## src/rtl/riscv_mem_pkg.sv

```systemverilog
// Shared definitions for the unified instruction/data memory arbiter:
// FSM state encoding, grant IDs and default widths/timeout.
package riscv_mem_pkg;

    localparam int DEF_ADDR_W  = 32;
    localparam int DEF_DATA_W  = 32;
    localparam int DEF_TIMEOUT = 255;

    // Grant IDs, also the encoding of the last_grant register
    localparam logic GNT_IF = 1'b0;
    localparam logic GNT_DM = 1'b1;

    typedef enum logic [1:0] {
        IDLE    = 2'd0,
        BUSY_IF = 2'd1,
        BUSY_DM = 2'd2
    } arb_state_e;

endpackage

```

## src/rtl/mem_arb_watchdog.sv

```systemverilog
// Memory latency watchdog. Counts busy cycles without mem_ready and flags
// expiry on the cycle that would make the count reach TIMEOUT, so a ready
// arriving in that same cycle (enable low) still wins over the abort.
module mem_arb_watchdog
    import riscv_mem_pkg::*;
#(
    parameter int TIMEOUT = DEF_TIMEOUT
) (
    input  logic clk,
    input  logic reset,
    input  logic clear_i,
    input  logic enable_i,
    output logic expired_o
);

    localparam int            CW   = $clog2(TIMEOUT + 1);
    localparam logic [CW-1:0] LAST = CW'(TIMEOUT - 1);

    logic [CW-1:0] cnt_q;
    logic [CW-1:0] cnt_d;

    assign expired_o = enable_i && (cnt_q == LAST);

    // Next count: clear on request, on expiry, otherwise count stalled cycles
    always_comb begin
        cnt_d = cnt_q;
        if (clear_i || expired_o) begin
            cnt_d = '0;
        end else if (enable_i) begin
            cnt_d = cnt_q + CW'(1);
        end
    end

    // Counter register with synchronous active-low reset
    always_ff @(posedge clk) begin
        if (!reset) begin
            cnt_q <= '0;
        end else begin
            cnt_q <= cnt_d;
        end
    end

endmodule

```

## src/rtl/unified_mem_arbiter.sv

```systemverilog
// Unified memory arbiter: shares one single-ported memory between instruction
// fetch and data access. One transaction at a time; each requester gets a
// one-cycle ack with read data, and a watchdog aborts stalled transactions.
//
// Handshake: x_req is held until the cycle x_ack is high and must be dropped
// in that cycle; mem_req is held until mem_ready is sampled high (or the
// watchdog aborts). Arbitration happens only in IDLE, which includes the ack
// cycle, so back-to-back transactions have one cycle of mem_req=0 between.
//
// Build option: define UNIFIED_MEM_ARB_RR_EN for round-robin on conflicts;
// undefined gives fixed data-over-fetch priority.
module unified_mem_arbiter
    import riscv_mem_pkg::*;
#(
    parameter int ADDR_W  = DEF_ADDR_W,
    parameter int DATA_W  = DEF_DATA_W,
    parameter int TIMEOUT = DEF_TIMEOUT
) (
    input  logic              clk,
    input  logic              reset,
    input  logic              if_req,
    input  logic [ADDR_W-1:0] if_addr,
    output logic [DATA_W-1:0] if_rdata,
    output logic              if_ack,
    input  logic              dm_req,
    input  logic              dm_we,
    input  logic [ADDR_W-1:0] dm_addr,
    input  logic [DATA_W-1:0] dm_wdata,
    output logic [DATA_W-1:0] dm_rdata,
    output logic              dm_ack,
    output logic              mem_req,
    output logic              mem_we,
    output logic [ADDR_W-1:0] mem_addr,
    output logic [DATA_W-1:0] mem_wdata,
    input  logic [DATA_W-1:0] mem_rdata,
    input  logic              mem_ready,
    output logic              err,
    output logic [1:0]        dbg_state
);

    arb_state_e        state_q;
    logic              if_ack_q;
    logic              dm_ack_q;
    logic              err_q;
    logic [DATA_W-1:0] if_rdata_q;
    logic [DATA_W-1:0] dm_rdata_q;
    logic              mem_req_q;
    logic              mem_we_q;
    logic [ADDR_W-1:0] mem_addr_q;
    logic [DATA_W-1:0] mem_wdata_q;
`ifdef UNIFIED_MEM_ARB_RR_EN
    logic              last_grant_q;
`endif

    logic busy;
    logic wd_expired;
    logic grant_dm;

    assign busy = (state_q != IDLE);

    mem_arb_watchdog #(
        .TIMEOUT (TIMEOUT)
    ) u_watchdog (
        .clk       (clk),
        .reset     (reset),
        .clear_i   (!busy || mem_ready),
        .enable_i  (busy && !mem_ready),
        .expired_o (wd_expired)
    );

    // Arbitration: data wins by default; with round-robin a conflict goes to
    // the requester that was not served last
    always_comb begin
        grant_dm = dm_req;
`ifdef UNIFIED_MEM_ARB_RR_EN
        if (dm_req && if_req) begin
            grant_dm = (last_grant_q == GNT_IF);
        end
`endif
    end

    // Arbiter FSM with all outputs registered
    always_ff @(posedge clk) begin
        if (!reset) begin
            state_q      <= IDLE;
            if_ack_q     <= 1'b0;
            dm_ack_q     <= 1'b0;
            err_q        <= 1'b0;
            if_rdata_q   <= '0;
            dm_rdata_q   <= '0;
            mem_req_q    <= 1'b0;
            mem_we_q     <= 1'b0;
            mem_addr_q   <= '0;
            mem_wdata_q  <= '0;
`ifdef UNIFIED_MEM_ARB_RR_EN
            last_grant_q <= GNT_IF;
`endif
        end else begin
            if_ack_q <= 1'b0;
            dm_ack_q <= 1'b0;
            err_q    <= 1'b0;
            case (state_q)
                IDLE: begin
                    if (grant_dm) begin
                        state_q     <= BUSY_DM;
                        mem_req_q   <= 1'b1;
                        mem_we_q    <= dm_we;
                        mem_addr_q  <= dm_addr;
                        mem_wdata_q <= dm_wdata;
                    end else if (if_req) begin
                        state_q     <= BUSY_IF;
                        mem_req_q   <= 1'b1;
                        mem_we_q    <= 1'b0;
                        mem_addr_q  <= if_addr;
                        mem_wdata_q <= '0;
                    end
                end
                BUSY_IF, BUSY_DM: begin
                    // Ready beats a same-cycle watchdog expiry
                    if (mem_ready || wd_expired) begin
                        state_q     <= IDLE;
                        mem_req_q   <= 1'b0;
                        mem_we_q    <= 1'b0;
                        mem_addr_q  <= '0;
                        mem_wdata_q <= '0;
                        err_q       <= !mem_ready;
                        if (state_q == BUSY_IF) begin
                            if_ack_q   <= 1'b1;
                            if_rdata_q <= mem_ready ? mem_rdata : '0;
                        end else begin
                            dm_ack_q   <= 1'b1;
                            dm_rdata_q <= mem_ready ? mem_rdata : '0;
                        end
`ifdef UNIFIED_MEM_ARB_RR_EN
                        last_grant_q <= (state_q == BUSY_IF) ? GNT_IF : GNT_DM;
`endif
                    end
                end
                default: begin
                    state_q   <= IDLE;
                    mem_req_q <= 1'b0;
                end
            endcase
        end
    end

    assign if_ack    = if_ack_q;
    assign dm_ack    = dm_ack_q;
    assign err       = err_q;
    assign if_rdata  = if_rdata_q;
    assign dm_rdata  = dm_rdata_q;
    assign mem_req   = mem_req_q;
    assign mem_we    = mem_we_q;
    assign mem_addr  = mem_addr_q;
    assign mem_wdata = mem_wdata_q;
    assign dbg_state = state_q;

endmodule

```

## config.mk

```make
export PLATFORM = sky130hd
export DESIGN_NAME = unified_mem_arbiter
export DESIGN_NICKNAME = d
export VERILOG_FILES = /design/src/rtl/riscv_mem_pkg.sv /design/src/rtl/mem_arb_watchdog.sv /design/src/rtl/unified_mem_arbiter.sv
export SDC_FILE = /design/constraint.sdc
export NUM_CORES = 1
export LEC_CHECK = 0
export ABC_AREA = 1
export BUFFER_PORTS_ARGS = -buffer_cell sky130_fd_sc_hd__buf_2
export CAP_MARGIN = 20
export CORE_MARGIN = 2
export CORE_UTILIZATION = 45
export DETAILED_ROUTE_END_ITERATION = 6
export PLACE_DENSITY = 0.78
export SLEW_MARGIN = 20
export SYNTH_ARGS = -nofsm -noshare
export SYNTH_HDL_FRONTEND = slang
export SYNTH_HIERARCHICAL = 1
export SYNTH_SLANG_ARGS = --single-unit
```

## constraint.sdc

```tcl
create_clock -name clk -period 2.2 [get_ports clk]
set_clock_uncertainty 0.15 [all_clocks]
set_input_delay 0.33 -clock clk [delete_from_list [all_inputs] [get_ports clk]]
set_output_delay 0.33 -clock clk [all_outputs]
set_load 0.02 [all_outputs]
```

Yosys cells after proc, flatten, opt, wreduce, memory -nomap -nowiden:

Index checks and enable logic that the tools add are counted.

* flip-flop bits (word level): 143
* bits of input ports: 134
* word-level logic and storage cells: 57

* add/sub/neg operators: 1
* equal/unequal tests: 5
* muxes and demuxes: 21
* bitwise operators: 2
* reductions and logical operators: 17

Operators with widths (number)
* two-way mux 32 bit: 6
* one-hot mux 32 bit (2 select lines): 2
* AND reduction 3 bit: 4
* adder 8 x 1 -> 8 bit (second input constant): 1
* == test 8 bit (second input constant): 1
* two-way mux 1 bit: 7
* two-way mux 2 bit: 3
* one-hot mux 1 bit (2 select lines): 2
* one-hot mux 2 bit (2 select lines): 1
* nonzero test 2 bit: 2
* OR reduction 2 bit: 2
* logical OR 1 bit: 3
* inequality test 3 bit (second input constant): 1
* == test 2 x 1 -> 1 bit (second input constant): 1
* == test 2 bit (second input constant): 1
* logical AND 1 bit: 2
* zero test 1 bit: 2
* zero test 2 bit: 1
* inequality test 2 bit (second input constant): 1
* NOT 1 bit: 2
* AND reduction 2 bit: 1

Depth between registers and ports, before layout:

Gate-level depths: netlist of the first run.

* depth after elaboration: 6
* gate-level depth with buffers: 14
* depth with buffers taken out: 13

Hierarchy:

Netlist of the first run, hierarchy kept.

By module, submodules not included
* unified_mem_arbiter: instances 1, cells an instance 1000, area an instance 6502.5 sq um, seq. area each 2702.6 sq um
* mem_arb_watchdog: instances 1, cells an instance 66, area an instance 436.7 sq um, seq. area each 160.2 sq um

Least setup slack after synthesis of the first run:

OpenSTA, ideal clock, no wires.

* kind: flip-flop to flip-flop
* from: register state_q[0] (netlist: dbg_state[0])
* to: register mem_wdata_q[10] (netlist: mem_wdata[10])
* setup time: 0.110 ns
* arrival: 2.059 ns
* slack: -0.119 ns
* stages on the path, launching flop included: 15
* clock period less this slack: 2.319 ns
* cells stage by stage: dfxtp_1 inv_1 ha_1 nor2_1 nand2_1 nor2_1 nand2_1 inv_1 inv_1 nand3_1 buf_2 buf_2 nand4_1 nand2_1 nor2_1

* word-level cells in the longest chain between the ends: 6

Ends and longest elaborated chain
* from (decl): RTL line unified_mem_arbiter.sv:41 `arb_state_e state_q;`
* from (signal assigned): RTL line unified_mem_arbiter.sv:85 `state_q <= IDLE;`
* from (signal assigned): RTL line unified_mem_arbiter.sv:105 `state_q <= BUSY_DM;`
* from (signal assigned): RTL line unified_mem_arbiter.sv:111 `state_q <= BUSY_IF;`
* nonzero test 2 bit: RTL line unified_mem_arbiter.sv:59 `assign busy = (state_q != IDLE);`
* logical AND 1 bit: RTL line unified_mem_arbiter.sv:67 `.enable_i (busy && !mem_ready),`
* logical AND 1 bit: RTL line mem_arb_watchdog.sv:22 `assign expired_o = enable_i && (cnt_q == LAST);`
* named net wd_expired: RTL line unified_mem_arbiter.sv:56 `logic wd_expired;`
* logical OR 1 bit: RTL line unified_mem_arbiter.sv:120 `if (mem_ready || wd_expired) begin`
* inequality test 2 bit (no source line)
* AND reduction 3 bit (no source line)
* to (signal assigned): RTL line unified_mem_arbiter.sv:109 `mem_wdata_q <= dm_wdata;`
* to (decl): RTL line unified_mem_arbiter.sv:50 `logic [DATA_W-1:0] mem_wdata_q;`

The timed path passes the listed nets, and every way through them passes these cells.
A chain may end at the register's enable or synchronous reset.

Worst setup path after layout of the first run:

* from: register state_q[1] (netlist: dbg_state[1])
* to: register mem_wdata_q[5] (netlist: mem_wdata[5])

* word-level cells in the longest chain between the ends: 6

Ends and longest elaborated chain (RTL line)
* nonzero test 2 bit: unified_mem_arbiter.sv:59
* logical AND 1 bit: unified_mem_arbiter.sv:67
* logical AND 1 bit: mem_arb_watchdog.sv:22
* logical OR 1 bit: unified_mem_arbiter.sv:120
* inequality test 2 bit (no source line)
* AND reduction 3 bit (no source line)

Parallel ways exist; a longest one is shown, timed or not.

==> results of run 1 <==
## cell families (layout without fill, tap and decap cells)
logic type	Yosys count	count (layout)	synth area share, %
AO/OA/AOI/OAI	104	104	7.50
AND/OR/NAND/NOR	577	577	36.2
flip-flops	143	143	41.3
other	0	2	0
adder cells (fa/ha/maj)	6	6	1.08
XOR/XNOR	1	1	0.126
buffers and inverters	235	492	13.8
## worst register-to-register path, stage by stage, from the launching register on
cell     delay (ns)
dfxtp_2        0.34
inv_2          0.05
buf_4          0.14
ha_2           0.43
inv_2          0.08
nand2_2        0.09
buf_4          0.34
nand4_1        0.19
nand2_1        0.10
nor2_1         0.04
## stage by stage
stage,total power [mW],hold slack (ns)
finish,8.80,0.0472
global route,9.29,0.0402
CTS,8.56,0.0343
detailed placement,5.56,0.300
global placement,5.52,0.297
floorplan,4.79,0.302
## cells in the mapped netlist
library cell    n
nand2_1       251
nor2_1        175
inv_1         150
dfxtp_1       143
nand4_1        99
a21oi_1        72
nand3_1        40
buf_2          35
o21ai_0        32
clkbuf_1       27
buf_1          13
buf_4           7
ha_1            6
nand2_2         3
nand3_2         2
nand3b_1        2
buf_6           1
clkinv_1        1
inv_2           1
nand2_4         1
nor2_2          1
nor2_4          1
nor3_1          1
or2_2           1
xnor2_1         1
## report_power, final
part	internal, mW	switching [mW]
registers	2.89	0.141
clock network	1.85	1.14
logic	1.04	1.74
## state kept, by name, indices dropped and copies added (netlist names), 2 cells and up
register	flops
if_rdata	32
dbg_state	2
u_watchdog/cnt_q	8
dm_rdata	32
mem_addr	32
mem_wdata	32
## timing repair
item | 4_1_cts | 5_1_grt
gates resized for setup | 0 | 18
setup buffers | 0 | 5
endpoints found under the hold margin | 0 | 0
setup endpoints to repair | 0 | 132
## routing by layer
layer	track usage (%)	part of all wire, %	vias up
met5	0	0	-
met4	7.89	1.7	0
met3	7.60	8.4	31
met2	40.0	48	305
met1	29.9	42	3433
li1	-	-	3836
## worst max path at each step
stage / from / slack, ns / cells after the start / end
after global placement: dbg_state[1] / 0.11 / 8 / dm_rdata[17]
after CTS: dbg_state[0] / 0.008 / 14 / mem_wdata[8]
after global routing: dbg_state[1] / -0.003 / 15 / mem_addr[2]
final: dbg_state[1] / 0.15 / 9 / mem_wdata[5]
after floorplan: dbg_state[0] / 0.05 / 14 / mem_wdata[10]
after detailed placement: dbg_state[0] / 0.03 / 14 / mem_wdata[8]
## area by class of cell
type / instances / area, um2 / share of cell area [%]
antenna: 2 / 5.00 / 0.0538
clock buffer: 20 / 457 / 4.91
clock inverter: 12 / 159 / 1.71
inverter: 152 / 571 / 6.13
multi-input combinational: 688 / 3170 / 34.0
sequential: 143 / 2870 / 30.8
tap: 188 / 235 / 2.53
timing repair buffer: 308 / 1850 / 19.9
==> run_results.csv, run 1 <==
group,metric,value,unit
outcome,status,"finished, final reports clean",
power,max-vdd-ir-drop,0.566,mV
yosys,avgSynthCellArea,6.51,um2
sta,final.setup.worst_slack,0.150,ns
yosys,syn-instance-count,1066,
grt,grt_usage,24.2,%
yosys,synth_top_area_cell,"dfxtp_1",
clock_tree,cts.sinks,143,
layout,final_core_util,61.5,%
min_path,min_path_cells,3,
clock_tree,cts_made_buffers,17,
clock_tree,htree_num_levels,4,
layout,fin_area,0.00931,mm2
worst_setup_path,r2r-start,"dbg_state[1]",
layout,layoutNonFillerInstCount,1513,
die,coreArea,0.0151,mm2
worst_setup_path,crit_chain,"inv_2, buf_4, ha_2, inv_2, nand2_2, buf_4, nand4_1, nand2_1, nor2_1",
yosys,synth-seq-cells,143,
job,maxCapViolCount,0,
place,globalplace.congestion,0.885,
die,io_pins,269,
grt,grt_max_degree,66,
worst_setup_path,cp.required,2.37,ns
min_path,worstHoldEndpoint,"if_rdata[20]",
layout,layout_commonest_cell,"buf_2",
die,fp.dieH,128,um
place,portBuffers,268,
grt,grt_pass1_vias,6620,
yosys,synth-warning-count,6,
clock_tree,cts-root-buf,"clkbuf_16",
yosys,yosysSeqAreaShare,41.3,%
min_path,holdCritStartpoint,"mem_rdata[20]",
sta,max-slew-margin-rel,59.0,%
worst_setup_path,crit_buf_inv,4,
grt,grt_first_pass_wirelength,32000,um
yosys,ys_top_cells_by_area,"dfxtp_1 41%, nand2_1 14%, nor2_1 9.5%",
routing,routed_wl,20900,um
die,design.die.area,0.0164,mm2
clock_tree,clk_pin_slew_worst_paths,0.06,ns
routing,drt_iter0_drc,622,
power,cellPowerDensity,945,mW/mm2
grt,grt.overflow.total,0,
sta,finalCritPeriodShare,93.2,%
worst_setup_path,max_stage_delay,0.43,ns
layout,area_growth_syn_to_layout,34.1,%
clock_tree,ctsHoldBuffers,0,
yosys,syn_area,0.00694,mm2
sta,layout_min_cycle_time,2.05,ns
worst_setup_path,cp_top_family,"buffers and inverters",
place,dp_cells,1468,
worst_setup_path,path_max_fanout,33,
sta,fin_setup_tns,0,ns
worst_setup_path,cp-end-kind,"flip-flop",
place,placed_area,0.00842,mm2
layout,post_route_cells_drive_above_1_share,27.4,%
worst_setup_path,r2r_slack,0.15,ns
worst_setup_path,cp.arrival,2.22,ns
die,rows,45,
sta,hold_viol,0,
layout,layout.nets,1450,
worst_setup_path,startpoint_type,"flip-flop",
routing,drt-vias-per-instance,5.03,
yosys,yosysUniqueCellTypes,25,
worst_setup_path,cp_slowest_cell,"ha_2",
min_path,hold_path_class,"primary input to flip-flop",
worst_setup_path,worst-setup-path-type,"flip-flop to flip-flop",
place,place_ws,0.0328,ns
routing,ant_nets,0,
die,start_util,45.8,%
sta,fmax,488,MHz
die,die_x,128,um
worst_setup_path,r2r_end,"mem_wdata[5]",
sta,setup_viol,0,
yosys,postSynthNetCount,1206,
layout,fill_cells,1423,
layout,final_cell_mix,"268 x buf_2, 249 x nand2_1, 173 x nor2_1",
place,hpwl,13700,um
routing,routedWlPerCell,13.8,um
sta,slew_viol_final,0,
clock_tree,cts_tree,"yes",
sta,tightest_slew,0.616,ns
power,p_leak,4.92,nW
clock_tree,cts.path.max_buffers,2,
routing,vias,7605,
grt,antenna_found_initial,1,
yosys,synthDominantCellAreaShare,41.3,%
routing,drcViolationCount,0,
clock_tree,clk_latency,0.42,ns
worst_setup_path,r2r_cells,9,
routing,first_pass_iters,5,
No activity file was read; power rests on OpenSTA's default activity.
==> inputs of run 2 (changes only) <==
Settings changed: CELL_PAD_IN_SITES_DETAIL_PLACEMENT from default to 1, CELL_PAD_IN_SITES_GLOBAL_PLACEMENT from default to 1, CORE_UTILIZATION 45 to 30, PLACE_DENSITY 0.78 to default, PLACE_DENSITY_LB_ADDON from default to 0.1.
==> run_results.csv, run 2 (synthesis gave the netlist of run 1 again) <==
group,metric,value,unit
clock_tree,cts.path.max_buffers,2,
layout,final_cell_mix,"268 x buf_2, 250 x nand2_1, 173 x nor2_1",
sta,setup_viol,0,
sta,fmax,478,MHz
layout,fin_area,0.00946,mm2
min_path,hold_path_class,"primary input to flip-flop",
clock_tree,ctsHoldBuffers,0,
clock_tree,clk_pin_slew_worst_paths,0.07,ns
sta,max-slew-margin-rel,58.4,%
routing,first_pass_iters,4,
sta,layout_min_cycle_time,2.09,ns
job,maxCapViolCount,0,
grt,grt_usage,19.8,%
clock_tree,cts.sinks,143,
grt,grt_pass1_vias,7320,
layout,area_growth_syn_to_layout,36.3,%
sta,tightest_slew,0.624,ns
routing,ant_nets,0,
die,io_pins,269,
die,coreArea,0.0226,mm2
layout,layout.nets,1449,
clock_tree,cts_tree,"yes",
worst_setup_path,cp.required,2.41,ns
place,placed_area,0.00863,mm2
power,p_leak,4.94,nW
worst_setup_path,cp-end-kind,"flip-flop",
grt,grt_max_degree,68,
place,hpwl,16700,um
die,fp.dieH,156,um
grt,grt_first_pass_wirelength,38500,um
clock_tree,htree_num_levels,4,
place,globalplace.congestion,0.790,
power,max-vdd-ir-drop,0.447,mV
layout,layout_commonest_cell,"buf_2",
routing,routedWlPerCell,15.8,um
power,cellPowerDensity,948,mW/mm2
die,die_x,156,um
sta,finalCritPeriodShare,95.1,%
routing,drt_iter0_drc,291,
sta,hold_viol,0,
worst_setup_path,startpoint_type,"flip-flop",
worst_setup_path,path_max_fanout,24,
die,rows,55,
worst_setup_path,worst-setup-path-type,"flip-flop to flip-flop",
grt,antenna_found_initial,4,
routing,vias,7618,
place,portBuffers,268,
outcome,status,"finished, final reports clean",
die,start_util,30.6,%
sta,slew_viol_final,0,
clock_tree,cts-root-buf,"clkbuf_16",
die,design.die.area,0.0244,mm2
routing,drcViolationCount,0,
clock_tree,clk_latency,0.42,ns
clock_tree,cts_made_buffers,17,
sta,holdWs,0.0393,ns
layout,fill_cells,2983,
worst_setup_path,cp.arrival,2.30,ns
layout,post_route_cells_drive_above_1_share,27.2,%
routing,drt-vias-per-instance,4.73,
routing,routed_wl,25400,um
grt,grt.overflow.total,0,
## run 2: cell types whose count changed in the layout (fill, tap and decap cells not counted), moves of 2 or more
cell / before / now
buf_12: 7 / 11
buf_16: 0 / 2
buf_4: 24 / 19
clkinv_2: 2 / 0
inv_6: 2 / 6
inv_8: 0 / 2
## run 2: critical path, cell delays in order, from the launching register on
cell	delay (ns)
dfxtp_2	0.33
inv_1	0.05
buf_4	0.14
ha_2	0.41
inv_2	0.13
nand2_2	0.13
nand3_4	0.08
buf_12	0.17
clkbuf_16	0.21
nand2_1	0.08
inv_1	0.04
nor2_1	0.10
## run 2: repair_timing
action                     4_1_cts  5_1_grt
setup endpoints to repair        9      133
gates resized for setup          3        7
pin swaps                        0        5
buffers inserted                 0        2
cloned                           1        6
## run 2: area by class of cell
type	instances	area (um2)	area share, %
diodes	2	5.00	0.0529
inverters	152	571	6.03
well taps	285	357	3.77
flip-flops and latches	143	2870	30.3
repair buffers	307	1910	20.2
clock buffers	18	439	4.64
multi-input cells	688	3150	33.3
clock inverters	14	168	1.77
## run 2: metrics by stage
step	std cells	TNS (ns)	power, mW	utilization, %	worst slack [ns]
after floorplan	1066	0	4.79	-	0.0504
after detailed placement	1566	0	5.72	38.1	0.0349
after CTS	1599	0	8.86	41.0	0.0414
after global routing	1608	-0.0244	9.52	41.8	-0.0105
after global placement	1566	0	5.68	38.1	0.0871
final	1609	0	8.97	41.8	0.109
## run 2: metal layers
metal	global-route usage [%]	vias to the layer above	wire [um]
met2	33.4	168	12100
li1	-	3856	-
met1	25.0	3567	11400
met3	5.22	23	1510
met4	5.59	4	335
met5	0	-	27
## run 2: path summary, 6_finish.rpt
path | end | slack (ns) | depth (start not counted) | startpoint
setup / recovery | mem_wdata[10] | 0.11 | 11 | dbg_state[1]
hold / removal | if_rdata[21] | 0.04 | 3 | mem_rdata[21]
setup reg to reg | mem_wdata[10] | 0.11 | 11 | dbg_state[1]
hold reg to reg | dm_rdata[3] | 0.31 | 2 | dm_rdata[3]
## run 2: where the power goes
part | switching, mW | internal, mW | total, mW
clock network | 1.28 | 1.74 | 3.02
logic | 1.85 | 1.07 | 2.91
registers | 0.142 | 2.89 | 3.03
==> inputs of run 3 (changes only) <==
Settings changed: CORE_UTILIZATION 30 to 36, GPL_TIMING_DRIVEN from default to 0, SYNTH_HIERARCHICAL 1 to default.
Clock period 2.2 ns to 2.42 ns, I/O delays scaled along.
==> run_results.csv, run 3 <==
group,metric,value,unit
grt,grt_first_pass_wirelength,38700,um
clock_tree,cts.path.max_buffers,2,
power,cellPowerDensity,897,mW/mm2
clock_tree,htree_num_levels,4,
worst_setup_path,crit_buf_inv,4,
layout,layout.nets,1491,
layout,final_cell_mix,"280 x buf_2, 276 x nand2_1, 166 x inv_1",
worst_setup_path,cp.arrival,2.43,ns
yosys,synth_top_area_cell,"dfxtp_1",
power,power,8.25,mW
layout,post_route_cells_drive_above_1_share,24.4,%
grt,grt_pass1_vias,7786,
yosys,synth_compound_area_share,7.53,%
place,hpwl,18300,um
sta,rsz0062_at_grt,"yes",
sta,setup_viol,0,
yosys,ys_top_cells_by_count,"277 x nand2_1, 166 x inv_1, 154 x nor2_1",
clock_tree,cts-root-buf,"clkbuf_16",
clock_tree,postCtsSetupBuffers,0,
power,p_leak,4.93,nW
job,maxCapViolCount,0,
die,coreArea,0.0188,mm2
yosys,synth-edff-count,0,
yosys,avgSynthCellArea,6.50,um2
layout,final_core_util,48.8,%
routing,first_pass_iters,4,
routing,ant_nets,0,
routing,vias,7666,
sta,fmax,441,MHz
worst_setup_path,cpMostUsedCell,"inv_1",
yosys,synth_ff_type,"dfxtp_1",
sta,slew_viol_final,0,
die,io_pins,269,
yosys,synth-warning-count,0,
yosys,synth_xor_area_share,0.252,%
yosys,synth-simple-area-share,35.4,%
yosys,postSynthNetCount,1207,
die,rows,50,
worst_setup_path,path_max_fanout,10,
layout,area_growth_syn_to_layout,32.4,%
place,globalplace.congestion,0.794,
yosys,synthDominantCellAreaShare,41.2,%
routing,routed_wl,24200,um
layout,layout_commonest_cell,"buf_2",
grt,grt.overflow.total,0,
sta,fin_setup_tns,0,ns
routing,routedWlPerCell,14.9,um
yosys,ys_top_cells_by_area,"dfxtp_1 41%, nand2_1 15%, nand4_1 11%",
outcome,status,"finished, final reports clean",
place,portBuffers,265,
yosys,synth-seq-cells,143,
worst_setup_path,worst-setup-path-type,"flip-flop to flip-flop",
worst_setup_path,max_stage_delay,0.43,ns
routing,drt_iter0_drc,265,
grt,antenna_found_initial,1,
die,start_util,36.9,%
yosys,synth_top_family_by_area,"simple AND/OR/NAND/NOR gates",
worst_setup_path,crit_chain,"inv_1, ha_1, buf_2, inv_1, nand2_4, clkbuf_1, nand4_1, nand2_1, nor2_1",
yosys,syn-instance-count,1069,
die,fp.dieH,143,um
worst_setup_path,cp.required,2.58,ns
yosys,syn_area,0.00694,mm2
yosys,synthArstFlopShare,0,%
layout,fill_cells,2613,
clock_tree,clk_pin_slew_worst_paths,0.06,ns
die,design.die.area,0.0204,mm2
worst_setup_path,cp_top_family,"buffers and inverters",
sta,hold_viol,0,
yosys,yosysSeqAreaShare,41.2,%
sta,finalCritPeriodShare,93.7,%
worst_setup_path,cp-end-kind,"flip-flop",
clock_tree,clk_latency,0.41,ns
clock_tree,cts_tree,"yes",
die,die_x,143,um
routing,drcViolationCount,0,
clock_tree,cts.sinks,143,
sta,max-slew-margin-rel,63.1,%
yosys,yosysUniqueCellTypes,23,
power,max-vdd-ir-drop,0.459,mV
grt,grt_max_degree,17,
min_path,hold_path_class,"primary input to flip-flop",
grt,grt_usage,23.8,%
sta,layout_min_cycle_time,2.27,ns
yosys,synth.most_common_cell,"nand2_1",
sta,tightest_slew,0.553,ns
worst_setup_path,startpoint_type,"flip-flop",
yosys,synth_mux_area_share,0,%
yosys,synthAdderAreaFrac,0.721,%
clock_tree,cts_made_buffers,17,
worst_setup_path,cp_slowest_cell,"clkbuf_1",
routing,drt-vias-per-instance,4.71,
[run 3: changes by cell type in the layout (fill, tap and decap cells not counted), sizes merged, moves of 3 or more]
cell,change
inv,+9
nand3,-34
nand4,+20
nor2,-22
nand2,+22
clkbuf,+50
buf,-6
clkinv,+3
[run 3: what timing repair did]
| item | 4_1_cts | 5_1_grt |
|---|---|---|
| gates resized for setup | 1 | 13 |
| hold buffers | 0 | 0 |
| setup endpoints to repair | 5 | 74 |
[run 3: worst paths after layout]
path                start             to  slack (ns)  depth (start not counted)
max          dbg_state[0]   mem_addr[17]        0.15                          9
min          dm_wdata[13]  mem_wdata[13]        0.14                          5
max reg2reg  dbg_state[0]   mem_addr[17]        0.15                          9
min reg2reg  if_rdata[16]   if_rdata[16]        0.31                          2
[run 3: metal layers]
metal	routed length [um]	share of wire, %	track usage (%)
met2	11800	49	41.6
met5	0	0	0
met4	430	1.8	7.71
met1	10600	44	29.0
met3	1400	5.8	5.43
[run 3: tightest hold or removal path, cell delays in order]
cell and delay [ns]:
buf_2 0.08, nand2_1 0.04, nand4_1 0.07, nand2_1 0.05, nor2_1 0.07
[run 3: cells by family (layout without fill, tap and decap cells)]
logic type                 Yosys count  in the layout
DFF                                143            143
AOI/OAI and AO/OA                  104            104
buffers and inverters              252            549
xor gates and xnor gates             2              2
adders and majority gates            4              4
and+or+nand+nor                    564            564
other                                0              1
[run 3: layout make-up]
class / count / area [um2] / area share [%]
multi-input cells: 674 / 3050 / 33.2
flip-flops and latches: 143 / 2860 / 31.1
repair buffers: 265 / 1330 / 14.4
inverters: 167 / 627 / 6.82
clock buffers: 19 / 443 / 4.82
plain buffers: 85 / 417 / 4.53
well taps: 260 / 325 / 3.54
clock inverters: 13 / 140 / 1.52
diodes: 1 / 2.50 / 0.0272
[run 3: where the power goes]
| part | switching, mW | internal [mW] | total [mW] |
|---|---|---|---|
| Sequential | 0.148 | 2.68 | 2.82 |
| Combinational | 1.91 | 0.908 | 2.82 |
| Clock | 1.06 | 1.55 | 2.61 |
| Total | 3.12 | 5.13 | 8.25 |
[run 3: metrics by stage]
step	hold WS, ns	worst slack, ns	cells	instance area (um2)
floorplan	0.280	0.346	1069	6940
global placement	0.295	-0.0182	1594	8600
detailed placement	0.301	-0.0334	1594	8600
CTS	0.139	0.0186	1626	9180
global route	0.177	-0.0117	1627	9200
finish	0.142	0.152	1627	9200
